File: src/rtl/signal_phase_sched.sv
// Two-road intersection phase scheduler: green/yellow/all-red/walk sequencing
// driven by vehicle demand on roads A and B and a latched pedestrian request.
module signal_phase_sched #(
    parameter int GREEN_MIN = 4,
    parameter int GREEN_MAX = 8,
    parameter int YELLOW_T  = 2,
    parameter int ALLRED_T  = 1,
    parameter int WALK_T    = 3,
    parameter int CNT_W     = 4
) (
    input  logic       clk,
    input  logic       rst,
    input  logic       start,
    input  logic       req_a,
    input  logic       req_b,
    input  logic       ped_req,
    output logic [1:0] lamp_a,
    output logic [1:0] lamp_b,
    output logic       walk,
    output logic [2:0] phase,
    output logic       busy
);

    typedef enum logic [2:0] {
        IDLE  = 3'd0,
        A_GRN = 3'd1,
        A_YEL = 3'd2,
        AR_AB = 3'd3,
        B_GRN = 3'd4,
        B_YEL = 3'd5,
        AR_BA = 3'd6,
        WALK  = 3'd7
    } state_t;

    localparam logic [CNT_W-1:0] T_GMIN = CNT_W'(GREEN_MIN - 1);
    localparam logic [CNT_W-1:0] T_GMAX = CNT_W'(GREEN_MAX - 1);
    localparam logic [CNT_W-1:0] T_YEL  = CNT_W'(YELLOW_T - 1);
    localparam logic [CNT_W-1:0] T_AR   = CNT_W'(ALLRED_T - 1);
    localparam logic [CNT_W-1:0] T_WALK = CNT_W'(WALK_T - 1);

    state_t           state;
    state_t           state_nx;
    logic [CNT_W-1:0] timer;
    logic             ped_pending;
    logic             next_road;
    logic             gap_ok;
    logic             max_hit;
    logic             in_green;
    logic             changing;

    assign gap_ok   = (timer >= T_GMIN);
    assign max_hit  = (timer == T_GMAX);
    assign in_green = (state == A_GRN) || (state == B_GRN);
    assign changing = (state_nx != state);

    always_ff @(posedge clk or posedge rst) begin
        if (rst) begin
            state <= IDLE;
        end else begin
            state <= state_nx;
        end
    end

    always_comb begin
        state_nx = state;
        unique case (state)
            IDLE: begin
                if (start) state_nx = A_GRN;
            end
            A_GRN: begin
                if ((req_b || ped_pending) &&
                    ((gap_ok && !req_a) || max_hit))
                    state_nx = A_YEL;
            end
            A_YEL: begin
                if (timer == T_YEL) state_nx = AR_AB;
            end
            AR_AB: begin
                if (timer == T_AR)
                    state_nx = ped_pending ? WALK : B_GRN;
            end
            B_GRN: begin
                if ((req_a || ped_pending) &&
                    ((gap_ok && !req_b) || max_hit))
                    state_nx = B_YEL;
            end
            B_YEL: begin
                if (timer == T_YEL) state_nx = AR_BA;
            end
            AR_BA: begin
                if (timer == T_AR)
                    state_nx = ped_pending ? WALK : A_GRN;
            end
            WALK: begin
                if (timer == T_WALK)
                    state_nx = next_road ? B_GRN : A_GRN;
            end
            default: state_nx = IDLE;
        endcase
    end

    // Green timer saturates so a long rest cannot wrap back under GREEN_MIN.
    always_ff @(posedge clk or posedge rst) begin
        if (rst) begin
            timer <= '0;
        end else if (changing || state == IDLE) begin
            timer <= '0;
        end else if (in_green && max_hit) begin
            timer <= timer;
        end else begin
            timer <= timer + CNT_W'(1);
        end
    end

    always_ff @(posedge clk or posedge rst) begin
        if (rst) begin
            ped_pending <= 1'b0;
        end else if (state == IDLE) begin
            ped_pending <= ped_pending;
        end else if (state_nx == WALK && state != WALK) begin
            ped_pending <= 1'b0;
        end else if (ped_req) begin
            ped_pending <= 1'b1;
        end
    end

    // next_road: 0 = A, 1 = B; chosen when leaving all-red, even into WALK.
    always_ff @(posedge clk or posedge rst) begin
        if (rst) begin
            next_road <= 1'b0;
        end else if (state == AR_AB && changing) begin
            next_road <= 1'b1;
        end else if (state == AR_BA && changing) begin
            next_road <= 1'b0;
        end
    end

    always_comb begin
        lamp_a = 2'b00;
        lamp_b = 2'b00;
        walk   = 1'b0;
        unique case (state)
            A_GRN:   lamp_a = 2'b01;
            A_YEL:   lamp_a = 2'b10;
            B_GRN:   lamp_b = 2'b01;
            B_YEL:   lamp_b = 2'b10;
            WALK:    walk   = 1'b1;
            default: begin
                lamp_a = 2'b00;
                lamp_b = 2'b00;
            end
        endcase
    end

    assign phase = state;
    assign busy  = (state != IDLE);

endmodule
File: config.mk
export PLATFORM = sky130hd
export DESIGN_NAME = signal_phase_sched
export DESIGN_NICKNAME = d
export VERILOG_FILES = /design/src/rtl/signal_phase_sched.sv
export SDC_FILE = /design/constraint.sdc
export NUM_CORES = 1
export LEC_CHECK = 0
export ABC_CLOCK_PERIOD_IN_PS = 2000
export BUFFER_PORTS_ARGS = -buffer_cell sky130_fd_sc_hd__buf_2
export CORE_UTILIZATION = 54
export CTS_CLUSTER_DIAMETER = 40
export DETAILED_ROUTE_END_ITERATION = 8
export PLACE_DENSITY = 0.77
export SYNTH_ARGS = -nofsm -noshare
export SYNTH_HDL_FRONTEND = slang
export SYNTH_SLANG_ARGS = --single-unit
export TNS_END_PERCENT = 1
File: constraint.sdc
create_clock -name clk -period 2 [get_ports clk]
set_input_delay 0.1 -clock clk [delete_from_list [all_inputs] [get_ports clk]]
set_output_delay 0.1 -clock clk [all_outputs]
set_load 0.05 [all_outputs]
# After elaboration in Yosys (flattened, before gate mapping)
# Index checks and enable logic that the tools add are counted.
# W data, S select, Z words.
[word_totals]
regBits = 9
in_bits = 6
output_inout_bits = 9
wordCells = 64
[op_classes]
add_sub_neg = 1
order_cmp = 1
eq_ne = 14
muxes = 21
bitwise = 1
reduce_logical = 22
[ops]
columns = ["operator", "count"]
rows = [
  ["$mux W3", 10],
  ["$pmux W3 S8", 1],
  ["$eq A3 B3 Y1 const B", 5],
  ["$logic_and A1 B1 Y1", 8],
  ["$mux W4", 2],
  ["$pmux W2 S2", 2],
  ["$eq A3 B2 Y1 const B", 2],
  ["$logic_or A1 B1 Y1", 6],
  ["$mux W1", 5],
  ["$add A4 B1 Y4 const B", 1],
  ["$eq A4 B1 Y1 const B", 1],
  ["$eq A4 B2 Y1 const B", 1],
  ["$eq A4 B3 Y1 const B", 1],
  ["$ge A4 B2 Y1 const B", 1],
  ["$logic_not A4 Y1", 1],
  ["$reduce_bool A2 Y1", 2],
  ["$eq A3 B1 Y1 const B", 1],
  ["$logic_not A3 Y1", 1],
  ["$ne A3 B3 Y1", 1],
  ["$ne A3 B3 Y1 const B", 1],
  ["$reduce_bool A3 Y1", 1],
  ["$logic_not A1 Y1", 2],
  ["$mux W2", 1],
  ["$ne A2 B2 Y1 const B", 1],
  ["other kinds (2)", 2],
]

# Logic depth before layout (Yosys ltp)
[logic_depth]
word_depth = 10
ltp_mapped = 7
ltp_nobuf = 7

# Worst setup path after synthesis
# OpenSTA, ideal clock, no wires.
[synth_path]
path_type = "reg-to-reg"
start = "register state[0] (netlist: phase[0])"
end = "register ped_pending"
setup_time_ns = 0.131
arrival_ns = 2.191
setup_slack_ns = -0.323
stages_incl_launch_ff = 8
cell_sequence = "dfrtp_1 buf_2 buf_2 nand2_1 nor2_1 a21oi_1 nand4_1 a31oi_1"
[synth_via]
elab_chain_len = 6
word_cells_on_any_way = 24
classes_between = "9 x eq/ne; 10 x mux; 1 x bitwise; 4 x reduce/logical"
[synth_rtl]
columns = ["item", "line", "source"]
rows = [
  ["start: declaration", "41", "state_t state;"],
  ["start signal: assignment", "60", "state <= state_nx;"],
  ["$eq A3 B3 Y1, or another cell as far along", "66", "unique case (state)"],
  ["$pmux W3 S8", "66", ""],
  ["$eq A3 B3 Y1", "120", "end else if (state_nx == WALK && state != WALK) begin"],
  ["$logic_and A1 B1 Y1", "120", ""],
  ["$reduce_bool A2 Y1 (no line)", "-", ""],
  ["$reduce_and A2 Y1 (no line)", "-", ""],
  ["end signal: assignment", "119", "ped_pending <= ped_pending;"],
  ["end: declaration", "44", "logic ped_pending;"],
]
# Parallel ways exist; a longest one is shown, timed or not.
# A chain may end at the register's enable or synchronous reset.

# Final worst setup path
[layout_path]
start = "register timer[1]"
end = "register timer[2]"
[layout_via]
elab_chain_len = 9
word_cells_on_any_way = 26
classes_between = "1 x add/sub; 1 x order compare; 5 x eq/ne; 10 x mux; 9 x reduce/logical"
[layout_rtl]
columns = ["item", "line", "source"]
rows = [
  ["start: declaration", "43", "logic [CNT_W-1:0] timer;"],
  ["start signal: assignment", "109", "timer <= timer;"],
  ["start signal: assignment", "111", "timer <= timer + CNT_W'(1);"],
  ["$ge A4 B2 Y1", "51", "assign gap_ok = (timer >= T_GMIN);"],
  ["$logic_and A1 B1 Y1 (on tied branches)", "84, 72", ""],
  ["$logic_or A1 B1 Y1 (on tied branches)", "84, 72", ""],
  ["$logic_and A1 B1 Y1 (on tied branches)", "83, 71", ""],
  ["$mux W3 (on tied branches)", "83, 71", ""],
  ["$pmux W3 S8", "66", ""],
  ["$ne A3 B3 Y1", "54", "assign changing = (state_nx != state);"],
  ["$logic_or A1 B1 Y1", "106", "end else if (changing || state == IDLE) begin"],
  ["$ne A2 B2 Y1 (no line) or $mux W4 (tied branches)", "-", ""],
]
# Parallel ways exist; a longest one is shown, timed or not. The select of a mux whose other input is x is not followed.

==> reports/qor.txt <==
Outcome: finished, final reports clean
WL final: 2.10 mm
Synth unique cells: 43
Total gr overflow: 0
Via density: 6.23
Most frequent cells after synthesis: 11 x nor2_1, 9 x dfrtp_1, 7 x inv_1, 7 x nand2_1, 6 x a21oi_1
Die Y: 41.8 um
CORE AREA: 1380 um2
Ys flop type: dfrtp_1
CTS tree: yes
Delay-heaviest family, CP: compound AO/OA/AOI/OAI gates
CP Buf/Inv Count: 1
Max Root-Sink Buffers: 2
Vias in the first global route: 761
IO Pins: 15
Async set-or-reset flop fraction in the synthesized netlist: 1.00
Main combinational cell family by area after synthesis: simple AND/OR/NAND/NOR gates
Reg2reg setup slack: 110 ps
Post-Syn Instances: 102
Compound-Gate Fraction of Synth Area: 0.249
Synthesis-stage register bit count: 9
First-pass GRT wire length: 3.55 mm
Root Buffer: clkbuf_4
Layout cell share with drive strength beyond 1: 0.288
Seq/Total Area, Yosys: 0.264
Syn nets: 112
Syn Area/Cell: 8.38 um2
Simple-gate share of the synthesized area: 0.300
Final setup margin: 113 ps
Clk pin slew, worst setup/hold paths: 60 ps
Xor/xnor share of the synthesized area: 0.0307
Peak fanout along the critical path: 4
Largest net degree at the start of global routing: 18
Routed Antenna Nets: 0
Adder-cell share of the synthesized area: 0.0586
RR Endpoint: timer[2]
Fin crit period: 1890 ps
R2R depth: 7
CP startpoint: timer[1]
Crit Path Category: register to register
DR WL/cell: 15.8 um
Fin. Hold Viols: 0
I/O Buffers: 14
Measured slew at the worst slew-check pin: 450 ps
HP Class: input pin to register
Max-Slew Margin vs Limit: 0.700
Clk_skew: 7.21 ps
Max frequency: 530 MHz
CP max stage cell: or3b_1
Final Setup Violations: 0
Die ar.: 1750 um2
First-pass DRT Iterations: 4
Yosys top cell area share: 0.264
Floorplan row count: 13
DRT iter0 DRCs: 39
CP arrival: 2040 ps
GPL Wtd Cong: 0.828
Clock latency at the later pin of the worst-skew pair: 280 ps
DRC viols: 0
Number of synthesized flops with an enable pin: 0
Power Density: 1960 nW/um2
Max rail drop VDD: 1.32 mV
Detail Placement HPWL: 1.50 mm
CP max stage delay: 420 ps
Ant diodes: 0
Largest area contributor in the netlist: dfrtp_1
Initial antenna violation count: 0
P&R area growth vs syn: 14.1%
CP Depth: 7
Max Cap Violations: 0
Count leader, synth: nor2_1
Mapped Area: 855 um2
Setup WS pre-CTS: 89.4 ps
# clock sinks: 9
Yosys warning count: 0
FF-to-FF Start: timer[1]
Die W: 41.8 um
Inserted Clock Buffers: 3
Final period util: 0.944
Hold path depth: 2
Cell chain of the critical path: inv_1, ha_1, or3b_1, a211oi_2, a211oi_2, o211ai_2, nor3_1
Fin. max-slew vios: 0
Cell mode on critical path: a211oi_2
Via count: 829
Synth top area cells: dfrtp_1 26%, ha_1 5.9%, nor2_1 4.8%
CP Launch Type: register
Global Route Usage Sum: 0.274
Final Core Density: 0.705
H-tree depth: 1
Initial core utilization: 0.618
Pleak: 0.000433 uW
Post-synthesis mux area share: 0.0117
Final Net Count: 129
Kind of end point of the critical path: register
Worst Setup EP: timer[2]
Worst EP required: 2150 ps
==> stage by stage <==
| step | instances | instance area (um2) | total power (uW) | TNS, ps | hold WS [ps] |
|---|---|---|---|---|---|
| final | 133 | 975 | 1910 | 0 | 50.7 |
| after global routing | 133 | 975 | 2060 | -0.523 | 60.5 |
| after CTS | 133 | 970 | 1880 | 0 | 57.4 |
| after detailed placement | 128 | 933 | 1720 | 0 | 88.3 |
| after global placement | 128 | 933 | 1690 | 0 | 79.2 |
| after floorplan | 102 | 862 | 1470 | -126 | -72.1 |
==> kinds of logic after synthesis <==
| kind of cell | count (synthesis) |
|---|---|
| DFF | 9 |
| muxes | 1 |
| xor gates and xnor gates | 3 |
| and+or+nand+nor | 42 |
| AOI/OAI and AO/OA | 29 |
| buffers and inverters | 14 |
| adders and majority gates | 4 |
==> worst min-delay path by stage <==
stage / slack [ps] / to / startpoint
floorplan: -70 / next_road / rst
global placement: 80 / timer[0] / rst
detailed placement: 90 / ped_pending / rst
CTS: 60 / phase[0] / start
global route: 60 / phase[0] / start
finish: 50 / phase[0] / start
==> where the power goes <==
part | switching (uW) | internal [uW]
Sequential | 116 | 264
Combinational | 889 | 485
Clock | 78.5 | 77.5
==> what timing repair did <==
item                                    4_1_cts  5_1_grt
hold endpoints to repair                      9        0
buffers inserted                              0        0
hold buffers                                  1        0
endpoints found under the setup margin        0        4
gates resized for setup                       0        1
==> area by class of cell <==
class / count / area, um2
Clock buffer: 4 / 26.3
Fill cell: 111 / 408
Inverter: 7 / 26.3
Multi-Input combinational cell: 79 / 568
Sequential cell: 9 / 225
Tap cell: 15 / 18.8
Timing Repair Buffer: 19 / 110
==> routing by layer <==
| metal | GRT usage | routed length, um | vias up |
|---|---|---|---|
| met4 | 0.187 | 87 | 0 |
| met5 | 0 | 0 | - |
| met1 | 0.354 | 901 | 379 |
| li1 | - | - | 402 |
| met2 | 0.409 | 993 | 38 |
| met3 | 0.0522 | 122 | 10 |
==> layout by cell type, fill, tap and decap left out, drive strengths merged, types with 2 or more instances in the layout <==
cell and n:
nor2 11, nand3b 2, inv 7, nand2b 2
xnor2 3, ha 4, nor3b 3, a31oi 3
clkbuf 4, o211ai 2, nand3 2, a211oi 3
o21ai 5, o21bai 2, nand2 7, or3b 3
nor2b 2, nor3 4, dfrtp 9, a21oi 6
or2 2, buf 18
==> sequential cells by signal, indices dropped and copies added, names as in the netlist <==
signal	count
timer	4
next_road	1
ped_pending	1
phase	3
Note: power is estimated with default switching activity, not from simulation.
